==> config.mk <==
export PLATFORM = sky130hd
export DESIGN_NAME = inst_encoder_loader
export DESIGN_NICKNAME = d
export VERILOG_FILES = /design/src/rtl/inst_encoder_loader.sv
export SDC_FILE = /design/constraint.sdc
export NUM_CORES = 1
export LEC_CHECK = 0
export ABC_AREA = 1
export CAP_MARGIN = 20
export CELL_PAD_IN_SITES_DETAIL_PLACEMENT = 1
export CELL_PAD_IN_SITES_GLOBAL_PLACEMENT = 2
export CORE_AREA = 2 2 128 130
export DETAILED_ROUTE_END_ITERATION = 10
export DIE_AREA = 0 0 130 132
export GPL_TIMING_DRIVEN = 0
export PLACE_DENSITY_LB_ADDON = 0.05
export REMOVE_ABC_BUFFERS = 1
export SLEW_MARGIN = 10
export SYNTH_ARGS = -nofsm -noshare
export SYNTH_HDL_FRONTEND = slang
export SYNTH_SLANG_ARGS = --single-unit
==> constraint.sdc <==
create_clock -name clk -period 1.7 [get_ports clk]
set_input_delay 0.255 -clock clk [delete_from_list [all_inputs] [get_ports clk]]
set_output_delay 0.255 -clock clk [all_outputs]
set_load 0.01 [all_outputs]
==> src/rtl/inst_encoder_loader.sv <==
// inst_encoder_loader
//   Packs decoded instruction descriptors (class, register indices, funct
//   fields, immediate) into RV32I words and streams them into instruction
//   memory at sequential word addresses, one write per accepted descriptor.
//
//   Optional build macro: INST_ENC_RANGE_CHECK_EN
//     When defined, descriptors whose immediate does not fit the target
//     format are rejected as illegal (counted in err_cnt, not written).
//     When undefined, immediates are silently truncated to the encoded slices.
module inst_encoder_loader #(
    parameter int ADDR_W    = 8,
    parameter int BASE_ADDR = 0,
    parameter int DEPTH     = 256
) (
    input  logic              clk,
    input  logic              rst_n,
    input  logic              start,
    input  logic              in_valid,
    output logic              in_ready,
    input  logic              in_last,
    input  logic [2:0]        op_class,
    input  logic [2:0]        funct3,
    input  logic [6:0]        funct7,
    input  logic [4:0]        rd,
    input  logic [4:0]        rs1,
    input  logic [4:0]        rs2,
    input  logic [31:0]       imm,
    output logic              imem_we,
    output logic [ADDR_W-1:0] imem_addr,
    output logic [31:0]       imem_wdata,
    output logic              done,
    output logic              overflow,
    output logic [7:0]        err_cnt,
    output logic [ADDR_W:0]   word_cnt
);

    // descriptor classes
    localparam logic [2:0] CLS_R      = 3'd0;
    localparam logic [2:0] CLS_IALU   = 3'd1;
    localparam logic [2:0] CLS_LOAD   = 3'd2;
    localparam logic [2:0] CLS_STORE  = 3'd3;
    localparam logic [2:0] CLS_BRANCH = 3'd4;
    localparam logic [2:0] CLS_LUI    = 3'd5;
    localparam logic [2:0] CLS_JAL    = 3'd6;
    localparam logic [2:0] CLS_ILL    = 3'd7;

    // RV32I major opcodes
    localparam logic [6:0] OPC_R      = 7'b0110011;
    localparam logic [6:0] OPC_IALU   = 7'b0010011;
    localparam logic [6:0] OPC_LOAD   = 7'b0000011;
    localparam logic [6:0] OPC_STORE  = 7'b0100011;
    localparam logic [6:0] OPC_BRANCH = 7'b1100011;
    localparam logic [6:0] OPC_LUI    = 7'b0110111;
    localparam logic [6:0] OPC_JAL    = 7'b1101111;

    localparam logic [ADDR_W-1:0] BASE_W     = ADDR_W'(BASE_ADDR);
    localparam logic [ADDR_W-1:0] PTR_ONE    = ADDR_W'(1);
    localparam logic [ADDR_W:0]   CNT_ONE    = (ADDR_W+1)'(1);
    localparam logic [ADDR_W:0]   DEPTH_W    = (ADDR_W+1)'(DEPTH);
    localparam logic [ADDR_W:0]   DEPTH_LAST = (ADDR_W+1)'(DEPTH - 1);

    typedef enum logic [1:0] {
        IDLE = 2'd0,
        LOAD = 2'd1,
        DONE = 2'd2
    } state_t;

    state_t            state;
    state_t            state_nx;
    logic [ADDR_W-1:0] ptr;        // next word address to be written
    logic              room;       // session still below DEPTH words
    logic              last_slot;  // next legal word fills the session
    logic              accept;     // descriptor handshake this cycle
    logic              range_bad;  // immediate does not fit its format
    logic              legal;      // descriptor produces a memory write
    logic              shift_op;   // I-ALU shift: funct7 shares [31:25]
    logic [31:0]       enc;        // combinationally encoded word

    assign room      = (word_cnt < DEPTH_W);
    assign last_slot = (word_cnt == DEPTH_LAST);
    assign accept    = (state == LOAD) && room && in_valid;
    assign legal     = (op_class != CLS_ILL) && !range_bad;
    assign shift_op  = (funct3 == 3'b001) || (funct3 == 3'b101);

`ifdef INST_ENC_RANGE_CHECK_EN
    logic signed [31:0] simm;
    assign simm = imm;

    // Flag immediates that would lose information when sliced into the word
    always_comb begin
        range_bad = 1'b0;
        case (op_class)
            CLS_IALU, CLS_LOAD, CLS_STORE:
                range_bad = (simm < -2048) || (simm > 2047);
            CLS_BRANCH:
                range_bad = (simm < -4096) || (simm > 4094) || imm[0];
            CLS_JAL:
                range_bad = (simm < -1048576) || (simm > 1048574) || imm[0];
            CLS_LUI:
                range_bad = (imm[11:0] != 12'd0);
            default:
                range_bad = 1'b0;
        endcase
    end
`else
    assign range_bad = 1'b0;
`endif

    // Pack the descriptor into its RV32I format; illegal class encodes to 0
    always_comb begin
        enc = 32'd0;
        case (op_class)
            CLS_R:
                enc = {funct7, rs2, rs1, funct3, rd, OPC_R};
            CLS_IALU:
                if (shift_op) enc = {funct7, imm[4:0], rs1, funct3, rd, OPC_IALU};
                else          enc = {imm[11:0], rs1, funct3, rd, OPC_IALU};
            CLS_LOAD:
                enc = {imm[11:0], rs1, funct3, rd, OPC_LOAD};
            CLS_STORE:
                enc = {imm[11:5], rs2, rs1, funct3, imm[4:0], OPC_STORE};
            CLS_BRANCH:
                enc = {imm[12], imm[10:5], rs2, rs1, funct3, imm[4:1], imm[11], OPC_BRANCH};
            CLS_LUI:
                enc = {imm[31:12], rd, OPC_LUI};
            CLS_JAL:
                enc = {imm[20], imm[10:1], imm[11], imm[19:12], rd, OPC_JAL};
            default:
                enc = 32'd0;
        endcase
    end

    // State register
    always_ff @(posedge clk) begin
        if (!rst_n) state <= IDLE;
        else        state <= state_nx;
    end

    // Session sequencing: open on start, close on in_last or when DEPTH fills
    always_comb begin
        state_nx = state;
        in_ready = 1'b0;
        done     = 1'b0;
        case (state)
            IDLE: begin
                if (start) state_nx = LOAD;
            end
            LOAD: begin
                in_ready = room;
                if (accept && (in_last || (legal && last_slot))) state_nx = DONE;
            end
            DONE: begin
                done     = 1'b1;
                state_nx = IDLE;
            end
            default: state_nx = IDLE;
        endcase
    end

    // Write port, address pointer and session counters
    always_ff @(posedge clk) begin
        if (!rst_n) begin
            ptr        <= BASE_W;
            imem_addr  <= BASE_W;
            imem_wdata <= 32'd0;
            imem_we    <= 1'b0;
            word_cnt   <= '0;
            err_cnt    <= 8'd0;
            overflow   <= 1'b0;
        end else begin
            imem_we <= 1'b0;
            if ((state == IDLE) && start) begin
                ptr       <= BASE_W;
                imem_addr <= BASE_W;
                word_cnt  <= '0;
                err_cnt   <= 8'd0;
                overflow  <= 1'b0;
            end else if (accept) begin
                if (legal) begin
                    imem_we    <= 1'b1;
                    imem_addr  <= ptr;
                    imem_wdata <= enc;
                    ptr        <= ptr + PTR_ONE;     // wraps modulo 2^ADDR_W
                    word_cnt   <= word_cnt + CNT_ONE;
                    if (last_slot && !in_last) overflow <= 1'b1;
                end else if (err_cnt != 8'hFF) begin
                    err_cnt <= err_cnt + 8'd1;
                end
            end
        end
    end

endmodule

==> results summary <==
Fill cells in the final layout number 1,949. The max-cap violation count came out at 0. At the pin with the least slew margin, the transition time is 0.590 ns. Global routing finished with a remaining overflow of 0. The signal on the critical path passes through clkdlybuf4s50_1. The type of the worst setup path is register to output pin. The fraction of final layout cells with drive strength greater than 1 came out at 0.0758. The tightest min-delay check is of the register to register type. The worst-case IR drop observed on VDD is 0.474 mV.

Counting every sink on the clock net gives 68. The detailed-route vias per instance is 4.40. After technology mapping, the gate count stands at 554. The synthesized-area fraction occupied by and/or/nand/nor cells is 0.388. In this design, the stage delay of the slowest critical-path cell is 0.60 ns. The final-layout worst hold slack is 0.466 ns.

After detailed placement, the total cell area comes to 4950 um2. The category of the worst setup path launch point is a register. The global-route total usage across every layer came out at 0.159. Of all nets on the critical path, the largest fanout is 6.

In this run the count of I/O pins placed on the die edge is 126. Setup repair after global routing left no endpoint under its margin. The standby leakage power is 0.00227 uW. The netlist area before placement is 3550 um2.

The floorplan step defined a die boundary enclosing 17,200 um2. The arithmetic-cell share of the synthesized area counting full adders, half adders and majority gates is 0.0141. The flip-flop and latch count after synthesis is 68. The finished layout holds 902 standard cells, fillers aside. The final critical delay including setup and external delays is 1.65 ns.

The final count of pins violating max slew came out at 0. The number of distinct library cells after synthesis is 25. The growth of design area from synthesis to finish is 52.6%.

The deepest clock path buffer count came out at 2. The cell at the root of the clock tree is sky130_fd_sc_hd__clkbuf_16. Of the available clock period, the critical path in the final layout requires 0.969. The CTS H-tree depth came out at 3. The TritonCTS clock tree is done.

The standard cell with the maximum stage delay on the critical path is sky130_fd_sc_hd__clkdlybuf4s50_1. The clock insertion delay at the later pin of the skew report is 0.34 ns. The hold-fix buffer count after cts came out at 0. The synthesized area divided by synthesized cell count is 6.42 um2. The largest area contributor in the netlist is sky130_fd_sc_hd__dfxtp_1. The final hold violation count is 0. Detailed placement finished with a half-perimeter wire length of 8940 um. The run finished with clean final reports. The number of routed nets with antenna violations is 0.

The sequential-to-total area share from yosys stat came out at 0.383. The pre-CTS worst setup slack came out at -1.49 ns. The clock transition at the registers of the reported paths came out at 0.06 ns. The starting density of the core came out at 0.226. The number of placed cells counting well taps is 874. The required time at the worst-slack endpoint is 1.44 ns. After detailed routing, the number of remaining DRC violations is 0.

The achievable clock frequency came out at 607 MHz. The via count came out at 3,972. The area of all placed cells without fillers came out at 5420 um2. The number of buffer cells added on primary ports is 125. The headroom to the max-slew limit is 0.604.

Data arrives at the worst endpoint at 1.39 ns. The floorplan row count is 46. The average wire per cell in the routed design came out at 14.7 um. Clock tree synthesis inserted a total of 9 buffers. The detailed-routing iteration count for the pre-antenna-repair pass is 4. The final number of setup-violating endpoints is 0. STA classifies the critical path endpoint as an output pin. Entering global routing, the biggest net connects 35 pins.

The number of antenna violations at the first check in global routing is 1. The core region is 15,700 um2. The placer's final routability congestion estimate came out at 0.736. The sum of routed wire length over all layers came out at 13,300 um. The warning count from the yosys run is 0.

The multiplexer share of the synthesized area came out at 0. The power density normalized to cell area is 775 nW/um2. The total negative slack is 0 ns. The post-route clock skew came out at 0.00539 ns. For this run, the post-layout net count is 751.

The via count of the first global-routing pass came to 4,088. The floorplan die height came out at 132 um. The first global-routing pass estimated 21,100 um of wire. The number of antenna diodes in the final layout is 0. Among cell families on the critical path, the largest total delay comes from buffers and inverters. By area the synthesized netlist is led by sky130_fd_sc_hd__dfxtp_1 38%, sky130_fd_sc_hd__nand2_1 18%, sky130_fd_sc_hd__nor2_1 9.4%, sky130_fd_sc_hd__nand3_1 6.5%, sky130_fd_sc_hd__inv_1 5.9%. The complex-gate fraction of the synthesized area came out at 0.103. The number of buffers and inverters on the critical path is 1. The die width is 130 um. The DRC violation total after the first TritonRoute iteration is 133. The xor and xnor fraction of the mapped netlist area came out at 0.00986.

The fraction of post-synthesis cell area in the top cell type by area is 0.383. The worst setup slack after layout is 0.0521 ns. After synthesis, the largest family of logic cells by area is simple AND/OR/NAND/NOR gates.
## synth_stat cells, drive strengths merged
master and instances:
nor2 93, nor4 1, nand4 11, clkbuf 5
o22ai 1, dfxtp 68, nand2 166, a21oi 37
xor2 3, nand3b 5, xnor2 1, ha 4
buf 17, o21ai 35, nand3 49, inv 58
## report_power, final
group	total [uW]	internal, uW	switching, uW
clock network	1850	1120	726
logic	673	325	347
registers	1680	1650	33.9
## path summary, 6_finish.rpt
path | startpoint | endpoint | slack, ns | cells past startpoint
max | err_cnt[2] | err_cnt[2] | 0.05 | 1
min | imem_addr[0] | imem_addr[0] | 0.47 | 2
max reg2reg | state[0] | word_cnt[2] | 0.14 | 6
min reg2reg | imem_addr[0] | imem_addr[0] | 0.47 | 2
## logic make-up after synthesis
group | count (synthesis)
AND/OR/NAND/NOR | 325
buffers and inverters | 80
AO/OA/AOI/OAI | 73
flip-flops | 68
XOR/XNOR | 4
adder cells (fa/ha/maj) | 4
## placed cells by master, fill, tap and decap left out, drive strengths merged
master / count
dlygate4sd2: 4
xnor2: 1
clkdlybuf4s15: 2
buf: 11
o22ai: 1
nor4: 1
a21oi: 37
dfxtp: 68
nand4: 11
clkinvlp: 1
clkinv: 4
clkdlybuf4s50: 118
o21ai: 35
nand3b: 5
nand2: 166
inv: 57
nor2: 94
clkbuf: 11
xor2: 3
bufinv: 1
ha: 4
nand3: 51
## through the flow
| stage | total power, uW | utilization |
|---|---|---|
| 5_1_grt | 4420 | 0.345 |
| 4_1_cts | 4280 | 0.341 |
| 6_report | 4200 | 0.345 |
| 3_5_place_dp | 2360 | 0.315 |
| 3_3_place_gp | 2340 | 0.314 |
| 2_1_floorplan | 1970 | - |
## per-layer routing
| metal | vias up | track usage | routed length, um |
|---|---|---|---|
| met5 | - | 0 | 0 |
| met4 | 0 | 0.0436 | 182 |
| met3 | 14 | 0.0536 | 838 |
| met2 | 90 | 0.275 | 6490 |
| met1 | 1853 | 0.185 | 5750 |
| li1 | 2015 | - | - |
## state kept, by name, summed over array words and instances (netlist names)
name        flops
ptr             8
state           2
imem_we         1
imem_addr       8
word_cnt        9
overflow        1
imem_wdata     31
err_cnt         8
## final cells by class
cell class | count | area (um2) | area share
Timing Repair Buffer | 136 | 1340 | 0.247
Inverter | 58 | 221 | 0.0408
Clock inverter | 5 | 53.8 | 0.00992
Multi-Input combinational cell | 409 | 1940 | 0.358
Tap cell | 216 | 270 | 0.0498
Sequential cell | 68 | 1370 | 0.253
Clock buffer | 10 | 229 | 0.0422
## repair_timing
action,CTS,global route
gates resized for setup,27,8
gates cloned,2,1
setup endpoints to repair,70,36
pin swaps,7,3
setup buffers,5,5
Power figures use the tool's default switching activity.
